--- src/rtl/motor_pwm_multi_pkg.sv ---
// Shared definitions for the multi-channel motor PWM block.
// Holds the controller state encoding and the default timing constants
// (50 MHz clock, ~7.3 kHz PWM, duty floor and per-period ramp limit).
package motor_pwm_multi_pkg;

    typedef enum logic {
        IDLE = 1'b0,
        RUN  = 1'b1
    } pwm_state_e;

    localparam int unsigned DEF_PERIOD    = 6826;
    localparam int unsigned DEF_OFFSET    = 2730;
    localparam int unsigned DEF_RAMP_STEP = 512;

endpackage

--- src/rtl/motor_pwm_channel.sv ---
// One PWM channel: converts a duty request into a target, ramps the applied
// duty towards it once per period, and compares against the shared counter.
// Ports:
//   i_clk       - clock, rising edge
//   i_rst_n     - synchronous active-low reset
//   i_run_next  - controller will be in RUN next clock; low clears the channel
//   i_sample    - counter is at PERIOD-1 in RUN: latch input, update duty
//   i_cnt       - shared period counter
//   i_duty      - raw duty request
//   o_pwm       - registered PWM output
//   o_ramping   - applied duty still below the sampled target
module motor_pwm_channel
    import motor_pwm_multi_pkg::*;
#(
    parameter int unsigned IN_W      = 12,
    parameter int unsigned CNT_W     = 13,
    parameter int unsigned PERIOD    = DEF_PERIOD,
    parameter int unsigned OFFSET    = DEF_OFFSET,
    parameter int unsigned RAMP_STEP = DEF_RAMP_STEP
) (
    input  logic             i_clk,
    input  logic             i_rst_n,
    input  logic             i_run_next,
    input  logic             i_sample,
    input  logic [CNT_W-1:0] i_cnt,
    input  logic [IN_W-1:0]  i_duty,
    output logic             o_pwm,
    output logic             o_ramping
);

    // One extra bit so input+OFFSET and applied+RAMP_STEP cannot wrap.
    localparam int unsigned SUM_W = CNT_W + 1;

    logic [CNT_W-1:0] r_applied;
    logic [CNT_W-1:0] r_target;
    logic             r_pwm;

    logic [SUM_W-1:0] w_sum;
    logic [SUM_W-1:0] w_ramp;
    logic [CNT_W-1:0] w_target;
    logic [CNT_W-1:0] w_applied_next;

    always_comb begin
        w_sum = SUM_W'(i_duty) + SUM_W'(OFFSET);
        if (i_duty == '0) begin
            w_target = '0;
        end else if (w_sum > SUM_W'(PERIOD)) begin
            w_target = CNT_W'(PERIOD);
        end else begin
            w_target = w_sum[CNT_W-1:0];
        end
    end

    // Falling targets apply at once; rising ones are rate-limited.
    always_comb begin
        w_ramp         = {1'b0, r_applied} + SUM_W'(RAMP_STEP);
        w_applied_next = r_applied;
        if (w_target < r_applied) begin
            w_applied_next = w_target;
        end else if (w_target > r_applied) begin
            if (w_ramp > {1'b0, w_target}) begin
                w_applied_next = w_target;
            end else begin
                w_applied_next = w_ramp[CNT_W-1:0];
            end
        end
    end

    always_ff @(posedge i_clk) begin
        if (!i_rst_n || !i_run_next) begin
            r_applied <= '0;
            r_target  <= '0;
            r_pwm     <= 1'b0;
        end else begin
            if (i_sample) begin
                r_applied <= w_applied_next;
                r_target  <= w_target;
            end
            r_pwm <= (i_cnt < r_applied);
        end
    end

    assign o_pwm     = r_pwm;
    assign o_ramping = (r_applied < r_target);

endmodule

--- src/rtl/motor_pwm_multi.sv ---
// Multi-channel motor PWM generator with duty floor and soft-start ramp.
// Owns the IDLE/RUN controller, the shared period counter and PeriodStart;
// per-channel duty handling lives in motor_pwm_channel.
// Ports:
//   PWMClock    - 50 MHz clock, rising edge
//   PWMReset_n  - synchronous active-low reset
//   PWMenable   - global run enable
//   PWMinput    - CHANNELS packed duty requests, channel k at [k*IN_W +: IN_W]
//   PWMout      - registered PWM outputs
//   PeriodStart - one-clock pulse with the output cycle for counter 0
//   Ramping     - per channel, applied duty below target
module motor_pwm_multi
    import motor_pwm_multi_pkg::*;
#(
    parameter int unsigned CHANNELS  = 2,
    parameter int unsigned IN_W      = 12,
    parameter int unsigned CNT_W     = 13,
    parameter int unsigned PERIOD    = DEF_PERIOD,
    parameter int unsigned OFFSET    = DEF_OFFSET,
    parameter int unsigned RAMP_STEP = DEF_RAMP_STEP
) (
    input  logic                     PWMClock,
    input  logic                     PWMReset_n,
    input  logic                     PWMenable,
    input  logic [CHANNELS*IN_W-1:0] PWMinput,
    output logic [CHANNELS-1:0]      PWMout,
    output logic                     PeriodStart,
    output logic [CHANNELS-1:0]      Ramping
);

    localparam logic [CNT_W-1:0] LAST = CNT_W'(PERIOD - 1);

    pwm_state_e       r_state;
    pwm_state_e       w_state_next;
    logic [CNT_W-1:0] r_cnt;
    logic [CNT_W-1:0] w_cnt_next;
    logic             r_period_start;
    logic             w_run_next;
    logic             w_sample;

    always_comb begin
        w_state_next = r_state;
        unique case (r_state)
            IDLE: if (PWMenable)  w_state_next = RUN;
            RUN:  if (!PWMenable) w_state_next = IDLE;
        endcase

        w_run_next = (w_state_next == RUN);
        w_sample   = (r_state == RUN) && (r_cnt == LAST);

        // Counter only advances while staying in RUN, so the first RUN
        // cycle always sees counter 0.
        w_cnt_next = '0;
        if ((r_state == RUN) && w_run_next && (r_cnt != LAST)) begin
            w_cnt_next = r_cnt + CNT_W'(1);
        end
    end

    always_ff @(posedge PWMClock) begin
        if (!PWMReset_n) begin
            r_state        <= IDLE;
            r_cnt          <= '0;
            r_period_start <= 1'b0;
        end else begin
            r_state        <= w_state_next;
            r_cnt          <= w_cnt_next;
            // Registered like PWMout, so it lines up with the counter-0 output.
            r_period_start <= w_run_next && (r_state == RUN) && (r_cnt == '0);
        end
    end

    assign PeriodStart = r_period_start;

    for (genvar g = 0; g < CHANNELS; g++) begin : g_ch
        motor_pwm_channel #(
            .IN_W      (IN_W),
            .CNT_W     (CNT_W),
            .PERIOD    (PERIOD),
            .OFFSET    (OFFSET),
            .RAMP_STEP (RAMP_STEP)
        ) u_ch (
            .i_clk      (PWMClock),
            .i_rst_n    (PWMReset_n),
            .i_run_next (w_run_next),
            .i_sample   (w_sample),
            .i_cnt      (r_cnt),
            .i_duty     (PWMinput[g*IN_W +: IN_W]),
            .o_pwm      (PWMout[g]),
            .o_ramping  (Ramping[g])
        );
    end

endmodule

--- config.mk ---
export PLATFORM = sky130hd
export DESIGN_NAME = motor_pwm_multi
export DESIGN_NICKNAME = d
export VERILOG_FILES = /design/src/rtl/motor_pwm_multi_pkg.sv /design/src/rtl/motor_pwm_channel.sv /design/src/rtl/motor_pwm_multi.sv
export SDC_FILE = /design/constraint.sdc
export NUM_CORES = 1
export LEC_CHECK = 0
export CORE_MARGIN = 5
export CORE_UTILIZATION = 24
export CTS_BUF_LIST = sky130_fd_sc_hd__clkbuf_8
export DETAILED_ROUTE_END_ITERATION = 7
export MAX_ROUTING_LAYER = met4
export PLACE_DENSITY = 0.5
export RECOVER_POWER = 50
export SLEW_MARGIN = 5
export SYNTH_ARGS = -nofsm -noshare
export SYNTH_HDL_FRONTEND = slang
export SYNTH_SLANG_ARGS = --single-unit
--- constraint.sdc ---
create_clock -name PWMClock -period 12.9 [get_ports PWMClock]
set_clock_uncertainty 0.15 [all_clocks]
set_input_delay 1.935 -clock PWMClock [delete_from_list [all_inputs] [get_ports PWMClock]]
set_output_delay 1.935 -clock PWMClock [all_outputs]
set_load 0.01 [all_outputs]
== Word level (Yosys, flattened, before mapping) ==
Index checks and enable logic that the tools add are counted.
Widths: inputs -> output; s select.
Word-level totals
  register bits: 69
  bits in latches: 0
  bits in writable memories: 0
  memory bits (read-only): 0
  bits of input ports: 27
  word-level logic and storage cells: 54
  memories: 0
Operators by class
  add/sub/neg operators: 5
  multiply operators: 0
  divide/modulo/power cells: 0
  $lt $le $gt $ge: 12
  equal/unequal tests: 2
  shift operators: 0
  multiplexer cells: 11
  bitwise logic cells: 0
  reductions and logical operators: 15
Operators with widths (count)
  $mux 13: 10
  $lt 13x13->1: 6
  $add 13x10->14 const B: 2
  $gt 14x13->1: 2
  $gt 14x13->1 const B: 2
  $add 12x12->13 const B: 2
  $gt 13x13->1: 2
  $logic_not 12->1: 2
  $add 13x1->13 const B: 1
  $eq 13x13->1 const B: 1
  $logic_not 13->1: 1
  $ne 13x13->1 const B: 1
  $reduce_and 2->1: 3
  $logic_and 1x1->1: 4
  $reduce_bool 2->1: 2
  $logic_not 1->1: 2
  $logic_or 1x1->1: 1
  $mux 1: 1

== Logic depth before layout (Yosys ltp) ==
  word-level depth: 8
  gate-level depth with buffers: 20
  depth with buffers taken out: 16

== By module ==
Synthesis repeated with hierarchy kept, for this count alone.
Second synthesis, totals
  cell total of the unflattened synthesis: 780
  area, all modules: 6296.0 sq um
Modules (own cells, without submodules)
  motor_pwm_channel (g_ch[0].u_ch): instances 1, cells each 349, area each 2771.4 sq um, sequential area each 540.5 sq um
  motor_pwm_channel (g_ch[1].u_ch): instances 1, cells each 349, area each 2767.7 sq um, sequential area each 540.5 sq um
  motor_pwm_multi: instances 1, cells each 82, area each 757.0 sq um, sequential area each 300.3 sq um

== Worst setup path after synthesis ==
OpenSTA, ideal clock, no wires.
  path kind: in2reg
  from: in PWMinput[20]
  to: reg g_ch[1].u_ch.r_applied[1]
  data arrival time: 6.001 ns
  setup slack: 6.689 ns
  stages: 15
  buffers on the path: 1
  path through: clkbuf_2 inv_1 or4b_1 o31ai_1 nand4_1 a31oi_1 inv_1 ha_1 a211o_1 a21oi_1 o2111ai_1 a221oi_1 o211ai_1 a21oi_1 a22o_1
On the way
  longest elaborated chain between the ends: 8
  elaborated cells on any way between the ends: 13
  classes of those cells: add/sub: 1; order compare: 4; mux: 5; reduce/logical: 3
RTL lines
  start: declaration: RTL line motor_pwm_multi.sv:25  | input logic [CHANNELS*IN_W-1:0] PWMinput,
  $add 12x12->13: RTL line motor_pwm_channel.sv:44  | w_sum = SUM_W'(i_duty) + SUM_W'(OFFSET);
  $gt 14x13->1: RTL line motor_pwm_channel.sv:47  | end else if (w_sum > SUM_W'(PERIOD)) begin
  $mux 13: RTL line motor_pwm_channel.sv:47
  $mux 13 *: RTL line motor_pwm_channel.sv:45  | if (i_duty == '0) begin
  net g_ch[1].u_ch.w_target[7]: RTL line motor_pwm_channel.sv:40  | logic [CNT_W-1:0] w_target;
  $gt 14x13->1: RTL line motor_pwm_channel.sv:61  | if (w_ramp > {1'b0, w_target}) begin
  $mux 13: RTL line motor_pwm_channel.sv:61
  $mux 13: RTL line motor_pwm_channel.sv:60  | end else if (w_target > r_applied) begin
  $mux 13: RTL line motor_pwm_channel.sv:58  | if (w_target < r_applied) begin
  end signal: assignment: RTL line motor_pwm_channel.sv:76  | r_applied <= w_applied_next;
  end: declaration: RTL line motor_pwm_channel.sv:34  | logic [CNT_W-1:0] r_applied;
The timed path passes the listed nets; every way through them passes the cells marked *. The select of a mux whose other input is x is not followed.
A chain may end at the register's enable or synchronous reset.

== Final worst setup path ==
  from: in PWMinput[13]
  to: reg g_ch[1].u_ch.r_applied[3]
The elaborated chain is that of the path after synthesis.

==> flow_summary.ini <==
[power_and_ir_drop]
p_total_uw = 545
peakVddDrop_v = 0.0000523
leakage_uw = 0.00284
p_per_area_nw_per_um2 = 75.0

[timing]
max_freq_ghz = 0.136
tns_ns = 0
timing.final.crit_share_pct = 57.1
setup_slack_ns = 5.53
whs_ns = 0.307
rsz0062_at_grt = false
worst_slew_pin_slew_ns = 2.03
period_needed_ns = 7.37
setup-violations-final = 0
drv_slew = 67
hold_violations = 0
maxSlewHeadroom_pct = -35.5

[finish]
diodes = 0
drive_above_1_share_pct = 4.07
fin_util_pct = 27.2
nFillCells = 2923
fin_nets = 965
syn_to_final_growth_pct = 12.7

[routing]
vias = 5857
totalWireLength_mm = 18.1
dr.first_iter.drc_count = 274
final_antenna_net_count = 0
wl_met1_mm = 9.54
dr_wl_met3_um = 447
routedWlPerCell_um = 15.4
viasPerCell = 4.98
drc = 0
dr.pass1.iters = 5
wl_met2_mm = 7.80
topRoutingLayerUsed = met4

[global_route]
globalRoute.totalOverflow = 0
grt_max_degree = 36
grt_pass1_vias = 5484
antenna_found_initial = 0
grt_util_all_layers_pct = 12.0
grt_pass1_wl_mm = 29.2

[worst_setup_path]
cpPeakStageDelay_ns = 0.86
startpoint_type = input port
required_ns = 13.06
crit_path_cell_trace = dlygate4sd3_1, ha_1, o211ai_1, nand2_1, o31ai_1, nand4_1, a31oi_1, inv_1, ha_1, a211o_1, a21oi_1, o2111ai_1, a221oi_1, o211ai_1, a21oi_1, a22o_1
worstRegToRegCells = 7
worstPathArrival_ns = 7.53
cp_max_fo = 9
critPathSlowestCell = o31ai_1
worstSetupEndpointType = flip-flop
worst-setup-path-type = in2reg

[job]
maxCapViolCount = 2

[logic_synthesis]
syn_avg_cell_area_um2 = 7.84
ys_types = 69
synthTopCellsByCount = ha_1 (107), inv_1 (81), dfxtp_1 (69)
syn_inst = 823
synth_area_um2 = 6450
synthTopCellsByArea = dfxtp_1 (21%), ha_1 (21%), inv_1 (4.7%)
synth_flop_cell = dfxtp_1
async_flop_share_pct = 0
ys_warn_count = 0
yosysMostFrequentCell = ha_1
synth_top_cell_area_share_pct = 21.4
synth_seq_area_share_pct = 21.4
yosys.area.top_type = dfxtp_1
synth-seq-cells = 69
synth_nets = 957
synth_edf_count = 0

[worst_hold_path]
holdCritPathClass = reg2reg
whs_path_depth = 2

[floorplanning]
start_util_pct = 24.1
dieArea_um2 = 30200
core-area_um2 = 26700
ios = 32
die_width_um = 174
placementRows = 60
dieHeight_um = 174

[outcome]
violations = max-capacitance violations, max-slew violations
status = complete, but fails checks

[clocking]
numCtsBuffers = 9
clk_latency_ns = 0.37
post_cts_buffers = 0
clock-sinks = 69
clkTransAtPathRegs_ns = 0.08
root_buffer = clkbuf_8
clockBufferDepth = 2
cts_resized = 0
postCtsHoldBufs = 0
cts_tree = done
htree_num_levels = 3

[placement]
dp_hpwl_mm = 13.5
pre_cts_ws_ns = 5.34
gp_congestion = 0.833
numPortBuffers = 31
-- layer usage --
metal,vias up,track usage (%)
li1,3024,-
met1,2733,17.4
met2,82,17.6
met3,18,1.11
met4,0,3.96
met5,-,-
-- per-stage QoR --
step	cells	cell area (um2)
finish	1177	7270
global placement	1161	7050
floorplan	823	6450
CTS	1177	7270
global route	1177	7270
detailed placement	1161	7050
-- registers in the layout (all words and copies together) (netlist names) --
register,flops
g_ch.u_ch.o_pwm,2
r_cnt,13
g_ch.u_ch.r_target,26
PeriodStart,1
r_state,1
g_ch.u_ch.r_applied,26
-- cells in the final DEF (no fill, tap or decap), types with 22 or more instances in the layout --
master / n
dfxtp_1: 69
ha_1: 107
nand2_1: 52
clkdlybuf4s50_1: 22
a21oi_1: 48
nor2_1: 65
o21ai_0: 39
inv_1: 81
nand3_1: 37
-- critical path: cells and delay by family --
kind	cells	cell delay, ns
fa+ha+maj	2	0.64
compound gates	10	3.65
buf+inv	2	0.71
simple gates	2	0.59
-- cells by family after synthesis --
group | Yosys count | synth area share (%)
buf+inv | 120 | 7.39
compound gates | 234 | 25.4
simple gates | 262 | 20.8
flops | 69 | 21.4
mux | 4 | 0.621
xor+xnor | 27 | 3.67
fa+ha+maj | 107 | 20.8
-- power breakdown --
| part | leakage [uW] | switching (uW) | internal (uW) |
|---|---|---|---|
| Clock | 0.000112 | 96.5 | 114 |
| Combinational | 0.00217 | 76.1 | 45.4 |
| Sequential | 0.000556 | 0.344 | 213 |
-- worst paths after layout --
kind,start,endpoint,slack (ns)
setup / recovery,PWMinput[13],g_ch[1].u_ch.r_applied[3],5.53
hold / removal,g_ch[1].u_ch.r_target[9],g_ch[1].u_ch.r_target[9],0.31
setup reg to reg,r_cnt[6],g_ch[0].u_ch.r_applied[5],9.24
hold reg to reg,g_ch[1].u_ch.r_target[9],g_ch[1].u_ch.r_target[9],0.31
-- layout make-up --
class	instances	area (um2)	share of cell area, %
Multi-Input combinational cell	634	4590	63.2
Sequential cell	69	1380	19.0
Tap cell	341	427	5.87
Timing Repair Buffer	35	333	4.58
Inverter	82	308	4.24
Clock buffer	10	138	1.89
Clock inverter	6	86.3	1.19
Power figures use the tool's default switching activity.
